<file path="src/rtl/result_frame_scheduler.sv">
// Result frame scheduler: captures POS/OPD results into holding slots and
// serialises them as tagged frames on a 32-bit valid/ready word stream.
module result_frame_scheduler #(
    parameter int DATA_W = 24,
    parameter int SEQ_W  = 30,
    parameter int DROP_W = 16
) (
    input  logic              clk,
    input  logic              reset,
    input  logic              enable_i,
    input  logic              pos_done_i,
    input  logic [DATA_W-1:0] pos_x1_i,
    input  logic [DATA_W-1:0] pos_i1_i,
    input  logic [DATA_W-1:0] pos_x2_i,
    input  logic [DATA_W-1:0] pos_i2_i,
    input  logic              opd_done_i,
    input  logic [DATA_W-1:0] opd_x_i,
    input  logic [DATA_W-1:0] opd_y_i,
    output logic [31:0]       m_data_o,
    output logic              m_valid_o,
    output logic              m_last_o,
    input  logic              m_ready_i,
    output logic [SEQ_W-1:0]  pos_seq_o,
    output logic [SEQ_W-1:0]  opd_seq_o,
    output logic [DROP_W-1:0] pos_drop_o,
    output logic [DROP_W-1:0] opd_drop_o,
    output logic              busy_o
);

    typedef enum logic [1:0] {S_IDLE, S_HDR, S_PAY} state_t;

    state_t r_state;
    state_t w_next;

    logic [DATA_W-1:0] r_pos_pay [4];
    logic [SEQ_W-1:0]  r_pos_seq;
    logic              r_pos_pend;
    logic [DATA_W-1:0] r_opd_pay [2];
    logic [SEQ_W-1:0]  r_opd_seq;
    logic              r_opd_pend;
    logic [SEQ_W-1:0]  r_pos_cnt;
    logic [SEQ_W-1:0]  r_opd_cnt;
    logic [DROP_W-1:0] r_pos_drop;
    logic [DROP_W-1:0] r_opd_drop;
    logic              r_last_opd;

    logic              r_tx_opd;
    logic [SEQ_W-1:0]  r_tx_seq;
    logic [31:0]       r_tx_w [4];
    logic [1:0]        r_idx;

    logic              w_grant_pos;
    logic              w_grant_opd;
    logic [1:0]        w_last_idx;
    logic [31:0]       w_hdr;

    function automatic logic [31:0] sx(input logic [DATA_W-1:0] v);
        return {{(32-DATA_W){v[DATA_W-1]}}, v};
    endfunction

    // Tie goes to the source that was not served last.
    assign w_grant_pos = (r_state == S_IDLE) && r_pos_pend && (!r_opd_pend || r_last_opd);
    assign w_grant_opd = (r_state == S_IDLE) && r_opd_pend && (!r_pos_pend || !r_last_opd);
    assign w_last_idx  = r_tx_opd ? 2'd1 : 2'd3;
    assign w_hdr       = {(r_tx_opd ? 2'b10 : 2'b01), 30'(r_tx_seq)};

    assign pos_seq_o  = r_pos_cnt;
    assign opd_seq_o  = r_opd_cnt;
    assign pos_drop_o = r_pos_drop;
    assign opd_drop_o = r_opd_drop;

    always_ff @(posedge clk) begin
        if (reset) r_state <= S_IDLE;
        else       r_state <= w_next;
    end

    always_comb begin
        w_next    = r_state;
        m_valid_o = 1'b0;
        m_data_o  = '0;
        m_last_o  = 1'b0;
        busy_o    = 1'b0;
        unique case (r_state)
            S_IDLE: begin
                if (w_grant_pos || w_grant_opd) w_next = S_HDR;
            end
            S_HDR: begin
                m_valid_o = 1'b1;
                busy_o    = 1'b1;
                m_data_o  = w_hdr;
                if (m_ready_i) w_next = S_PAY;
            end
            S_PAY: begin
                m_valid_o = 1'b1;
                busy_o    = 1'b1;
                m_data_o  = r_tx_w[r_idx];
                m_last_o  = (r_idx == w_last_idx);
                if (m_ready_i && (r_idx == w_last_idx)) w_next = S_IDLE;
            end
            default: w_next = S_IDLE;
        endcase
    end

    // A slot freed by a grant in the same cycle can take a new capture.
    always_ff @(posedge clk) begin
        if (reset) begin
            r_pos_pay  <= '{default: '0};
            r_pos_seq  <= '0;
            r_pos_pend <= 1'b0;
            r_opd_pay  <= '{default: '0};
            r_opd_seq  <= '0;
            r_opd_pend <= 1'b0;
            r_pos_cnt  <= '0;
            r_opd_cnt  <= '0;
            r_pos_drop <= '0;
            r_opd_drop <= '0;
        end else begin
            if (w_grant_pos) r_pos_pend <= 1'b0;
            if (w_grant_opd) r_opd_pend <= 1'b0;
            if (pos_done_i && enable_i) begin
                if (!r_pos_pend || w_grant_pos) begin
                    r_pos_pay  <= '{pos_x1_i, pos_i1_i, pos_x2_i, pos_i2_i};
                    r_pos_seq  <= r_pos_cnt;
                    r_pos_cnt  <= r_pos_cnt + 1'b1;
                    r_pos_pend <= 1'b1;
                end else if (r_pos_drop != '1) begin
                    r_pos_drop <= r_pos_drop + 1'b1;
                end
            end
            if (opd_done_i && enable_i) begin
                if (!r_opd_pend || w_grant_opd) begin
                    r_opd_pay  <= '{opd_x_i, opd_y_i};
                    r_opd_seq  <= r_opd_cnt;
                    r_opd_cnt  <= r_opd_cnt + 1'b1;
                    r_opd_pend <= 1'b1;
                end else if (r_opd_drop != '1) begin
                    r_opd_drop <= r_opd_drop + 1'b1;
                end
            end
        end
    end

    always_ff @(posedge clk) begin
        if (reset) begin
            r_tx_opd   <= 1'b0;
            r_tx_seq   <= '0;
            r_tx_w     <= '{default: '0};
            r_idx      <= '0;
            r_last_opd <= 1'b1;
        end else if (w_grant_pos) begin
            r_tx_opd   <= 1'b0;
            r_tx_seq   <= r_pos_seq;
            r_tx_w     <= '{sx(r_pos_pay[0]), sx(r_pos_pay[1]),
                            sx(r_pos_pay[2]), sx(r_pos_pay[3])};
            r_idx      <= '0;
            r_last_opd <= 1'b0;
        end else if (w_grant_opd) begin
            r_tx_opd   <= 1'b1;
            r_tx_seq   <= r_opd_seq;
            r_tx_w     <= '{sx(r_opd_pay[0]), sx(r_opd_pay[1]), 32'd0, 32'd0};
            r_idx      <= '0;
            r_last_opd <= 1'b1;
        end else if (r_state == S_PAY && m_ready_i) begin
            r_idx <= r_idx + 1'b1;
        end
    end

endmodule

</file>
<file path="config.mk">
export PLATFORM = sky130hd
export DESIGN_NAME = result_frame_scheduler
export DESIGN_NICKNAME = d
export VERILOG_FILES = /design/src/rtl/result_frame_scheduler.sv
export SDC_FILE = /design/constraint.sdc
export NUM_CORES = 1
export LEC_CHECK = 0
export ABC_AREA = 0
export CAP_MARGIN = 10
export CORE_ASPECT_RATIO = 1.4
export CORE_MARGIN = 2
export CORE_UTILIZATION = 40
export CTS_BUF_LIST = sky130_fd_sc_hd__clkbuf_4 sky130_fd_sc_hd__clkbuf_8
export DETAILED_ROUTE_END_ITERATION = 8
export PLACE_DENSITY = 0.65
export SLEW_MARGIN = 25
export SYNTH_ARGS = -nofsm -noshare
export SYNTH_HDL_FRONTEND = slang
export SYNTH_SLANG_ARGS = --single-unit
</file>
<file path="constraint.sdc">
create_clock -name clk -period 4.3 [get_ports clk]
set_input_delay 1.075 -clock clk [delete_from_list [all_inputs] [get_ports clk]]
set_output_delay 1.075 -clock clk [all_outputs]
set_load 0.03 [all_outputs]
</file>
==> flow_metrics.env, run 1 <==
export IMPL_core_area_sq_mm=0.0438
export IMPL_ys_warn_count=0
export IMPL_start_util_pct=40.4
export IMPL_arrival_ns=3.07
export IMPL_ys_flop_type="dfxtp_1"
export IMPL_hold_violations=0
export IMPL_synth_top_family_by_area="simple AND/OR/NAND/NOR gates"
export IMPL_wl_met1_microns=21900
export IMPL_drv_cap=0
export IMPL_clock_sinks=430
export IMPL_hold_depth=2
export IMPL_ios=277
export IMPL_drc=0
export IMPL_power_switching_mw=2.88
export IMPL_yosysUniqueCellTypes=49
export IMPL_worst_path_largest_cell_delay_ns=0.74
export IMPL_grt_setup_unrepaired="false"
export IMPL_syn_to_final_growth_pct=26.3
export IMPL_synth_fa_ha_area_share_pct=0.636
export IMPL_antenna_found_initial=3
export IMPL_cp_slowest_cell="clkdlybuf4s50_1"
export IMPL_clock_latency_ns=0.64
export IMPL_clockBufferDepth=3
export IMPL_die_width_microns=182
export IMPL_synth_edf_count=0
export IMPL_tightest_slew_ns=0.880
export IMPL_ys_seq_area_share_pct=48.6
export IMPL_netlist_area_leader_share_pct=48.6
export IMPL_grt_overflow_total=0
export IMPL_report_final_slew_viol_count=0
export IMPL_synth_cell_area_sq_mm=0.0177
export IMPL_ys_top_cells_by_area="dfxtp_1 (49%), nand2_1 (9.8%), a21oi_1 (6.4%), mux2i_1 (4.6%), nor2_1 (4.6%)"
export IMPL_vias=15662
export IMPL_synth_top_cell_by_area="dfxtp_1"
export IMPL_crit_chain="inv_1 -> ha_1 -> buf_4 -> nor2b_1 -> clkdlybuf4s50_1"
export IMPL_fmax_mhz=241
export IMPL_regArea_sq_mm=0.00861
export IMPL_swShare_pct=29.3
export IMPL_tritoncts="built"
export IMPL_grt_max_degree=115
export IMPL_wl_met3_microns=3540
export IMPL_maxSlewHeadroom_pct=40.9
export IMPL_numCtsBuffers=68
export IMPL_crit_cells=5
export IMPL_period_minus_slack_ns=4.14
export IMPL_end_kind="primary output"
export IMPL_cts_hold_buffers_added=0
export IMPL_first_iter_violations=1079
export IMPL_drive_gt1_share_pct=8.33
export IMPL_wl_per_cell_microns=19.3
export IMPL_grt_pass1_wl_microns=84300
export IMPL_ys_seq_elements=430
export IMPL_finalSetupViolCount=0
export IMPL_clkPwrFrac_pct=36.5
export IMPL_hold_ws_ns=0.453
export IMPL_syn_avg_cell_area_sq_um=8.59
export IMPL_setup_ws_ns=0.156
export IMPL_cts_root_buf="clkbuf_8"
export IMPL_gp_congestion=0.873
export IMPL_drt_first_pass_iters=8
export IMPL_path_clk_slew_ns=0.06
export IMPL_status="finished, final reports clean"
export IMPL_die_h_microns=253
export IMPL_start_kind="flop"
export IMPL_irDropWorstVdd_v=0.000211
export IMPL_p_leak_nw=7.52
export IMPL_intPower_mw=6.94
export IMPL_setup_tns_final_ns=0
export IMPL_final_util_pct=51.0
export IMPL_async_flop_share_pct=0
export IMPL_synthCells=2061
export IMPL_p_seq_share_pct=45.4
export IMPL_synthSimpleGateAreaFrac_pct=21.4
export IMPL_p_comb_share_pct=18.1
export IMPL_multi_input_area_sq_mm=0.00848
export IMPL_htreeDepth=3
export IMPL_fin_skew_ns=0.0415
export IMPL_crit_family="buffers and inverters"
export IMPL_synthMuxAreaShare_pct=7.75
export IMPL_synth_compound_area_share_pct=14.3
export IMPL_nNetsFinal=2447
export IMPL_portBuffers=276
export IMPL_power_density_mw_per_mm2=439
export IMPL_nFillCells=4071
export IMPL_final_antenna_net_count=0
export IMPL_yosys_area_share_xor_xnor_pct=3.56
export IMPL_dieArea_sq_mm=0.0460
export IMPL_postSynthNetCount=2220
export IMPL_dp_slack_ns=0.758
export IMPL_wirelength_microns=55800
export IMPL_top_layer_used="met4"
export IMPL_route_met2_wl_microns=28000
export IMPL_critPathBufInv=3
export IMPL_min_period_over_period_pct=96.4
export IMPL_grt_pass1_vias=14946
export IMPL_hpwl_microns=39800
export IMPL_viasPerCell=5.42
export IMPL_cp_data_required_time_ns=3.22
export IMPL_rows=91
export IMPL_worstRegToRegCells=7
export IMPL_hold_path_class="flop to flop"
export IMPL_grt_usage_pct=23.6
export IMPL_crit_type="flop to primary output"
export IMPL_worst_path_max_fanout=13
==> per-stage QoR <==
stage	total power, mW	cells	area (sq um)
CTS	9.89	2888	22400
global placement	6.28	2776	21000
finish	9.82	2891	22400
floorplan	5.61	2061	17700
global route	10.2	2891	22400
detailed placement	6.31	2776	21000
==> layout make-up <==
cell class	instances	area share [%]
inverters	8	0.134
clock buffers	104	5.81
multi-input cells	1469	37.9
flip-flops and latches	430	38.5
diodes	3	0.0336
clock inverters	8	0.369
repair buffers	311	14.1
well taps	558	3.12
==> synth_stat cells (2+ instances only) <==
master	count
nand4_2	4
nor4_1	4
xnor2_1	19
ha_1	9
a22oi_1	71
mux4_2	24
a21o_1	3
dfxtp_1	430
buf_1	8
clkbuf_1	106
nand2_1	463
nand3_1	34
xor2_1	53
and3_1	16
mux2i_1	82
o21ai_0	14
a21oi_1	225
nor2_1	217
or3_1	9
nand4_1	42
nor3_1	17
nor4b_1	4
nor4_4	2
inv_1	8
nor3b_1	2
nor2b_1	31
nand2b_1	4
buf_2	38
a31oi_1	2
buf_4	2
and2_1	4
a21boi_0	9
and4_1	6
a2111oi_2	2
a211oi_1	82
nor4_2	2
==> cell families (layout without fill, tap and decap cells) <==
| kind of cell | after synthesis | after routing |
|---|---|---|
| AOI/OAI and AO/OA | 413 | 413 |
| xor gates and xnor gates | 72 | 72 |
| adders and majority gates | 9 | 9 |
| buffers and inverters | 162 | 431 |
| DFF | 430 | 430 |
| muxes | 107 | 107 |
| other | 0 | 3 |
| and+or+nand+nor | 868 | 868 |
==> worst register-to-register path, delay by kind of cell, from the launching register on <==
kind	cells	cell delay [ns]
AO/OA/AOI/OAI	3	1.41
buffers and inverters	2	0.48
flip-flops	1	0.38
adder cells (fa/ha/maj)	1	0.35
AND/OR/NAND/NOR	1	0.09
==> state kept, by name (all words and copies together) (netlist names), 16 cells and up <==
| signal | flops |
|---|---|
| pos_drop_o | 16 |
| r_pos_pay | 96 |
| r_tx_seq | 30 |
| r_opd_seq | 30 |
| r_pos_seq | 30 |
| pos_seq_o | 30 |
| r_tx_w | 96 |
| opd_drop_o | 16 |
| opd_seq_o | 30 |
| r_opd_pay | 48 |
==> layer usage <==
| metal | track usage (%) | vias up |
|---|---|---|
| met3 | 3.62 | 121 |
| met2 | 41.4 | 566 |
| met4 | 11.4 | 0 |
| li1 | - | 7535 |
| met5 | 0 | - |
| met1 | 28.1 | 7440 |
==> what timing repair did <==
action | in CTS | in global routing
endpoints found under the setup margin | 0 | 2
setup buffers | 0 | 0
gates resized for setup | 0 | 1
==> power by group through the flow <==
stage	registers [mW]	clock network [mW]	logic, mW
floorplan	4.43	0	1.18
global placement	4.53	0	1.74
detailed placement	4.54	0	1.77
CTS	4.45	3.66	1.78
global route	4.47	3.84	1.93
finish	4.46	3.59	1.78
==> final timing paths <==
path,end,startpoint,slack (ns)
setup reg to reg,r_opd_pay[24],r_state[0],1.51
hold / removal,r_pos_pay[73],r_pos_pay[73],0.45
hold reg to reg,r_pos_pay[73],r_pos_pay[73],0.45
setup / recovery,m_data_o[16],r_state[0],0.16
==> layout by cell type, fill, tap and decap left out, types with 8 or more instances in the layout <==
cell / count
buf_4: 25
clkbuf_4: 21
mux4_2: 24
ha_1: 9
xor2_1: 53
nand2_1: 463
dfxtp_1: 429
inv_1: 8
nor2b_1: 31
a21oi_1: 225
nor3_1: 16
nor2_1: 215
xnor2_1: 19
clkbuf_8: 83
or3_1: 9
a211oi_1: 82
nand3_1: 33
mux2i_1: 82
clkdlybuf4s50_1: 275
a22oi_1: 71
nand4_1: 42
buf_12: 10
and3_1: 16
a21boi_0: 9
o21ai_0: 13
Power figures use the tool's default switching activity.
==> inputs of run 2 (changes only) <==
--- a/config.mk
+++ b/config.mk
@@ -12,6 +12,7 @@
 export CORE_UTILIZATION = 40
 export CTS_BUF_LIST = sky130_fd_sc_hd__clkbuf_4 sky130_fd_sc_hd__clkbuf_8
 export DETAILED_ROUTE_END_ITERATION = 8
+export GPL_ROUTABILITY_DRIVEN = 0
 export PLACE_DENSITY = 0.65
 export SLEW_MARGIN = 25
 export SYNTH_ARGS = -nofsm -noshare
==> results of run 2 <==
Same layout as run 1: the final DEF is identical, and so are final timing and power.
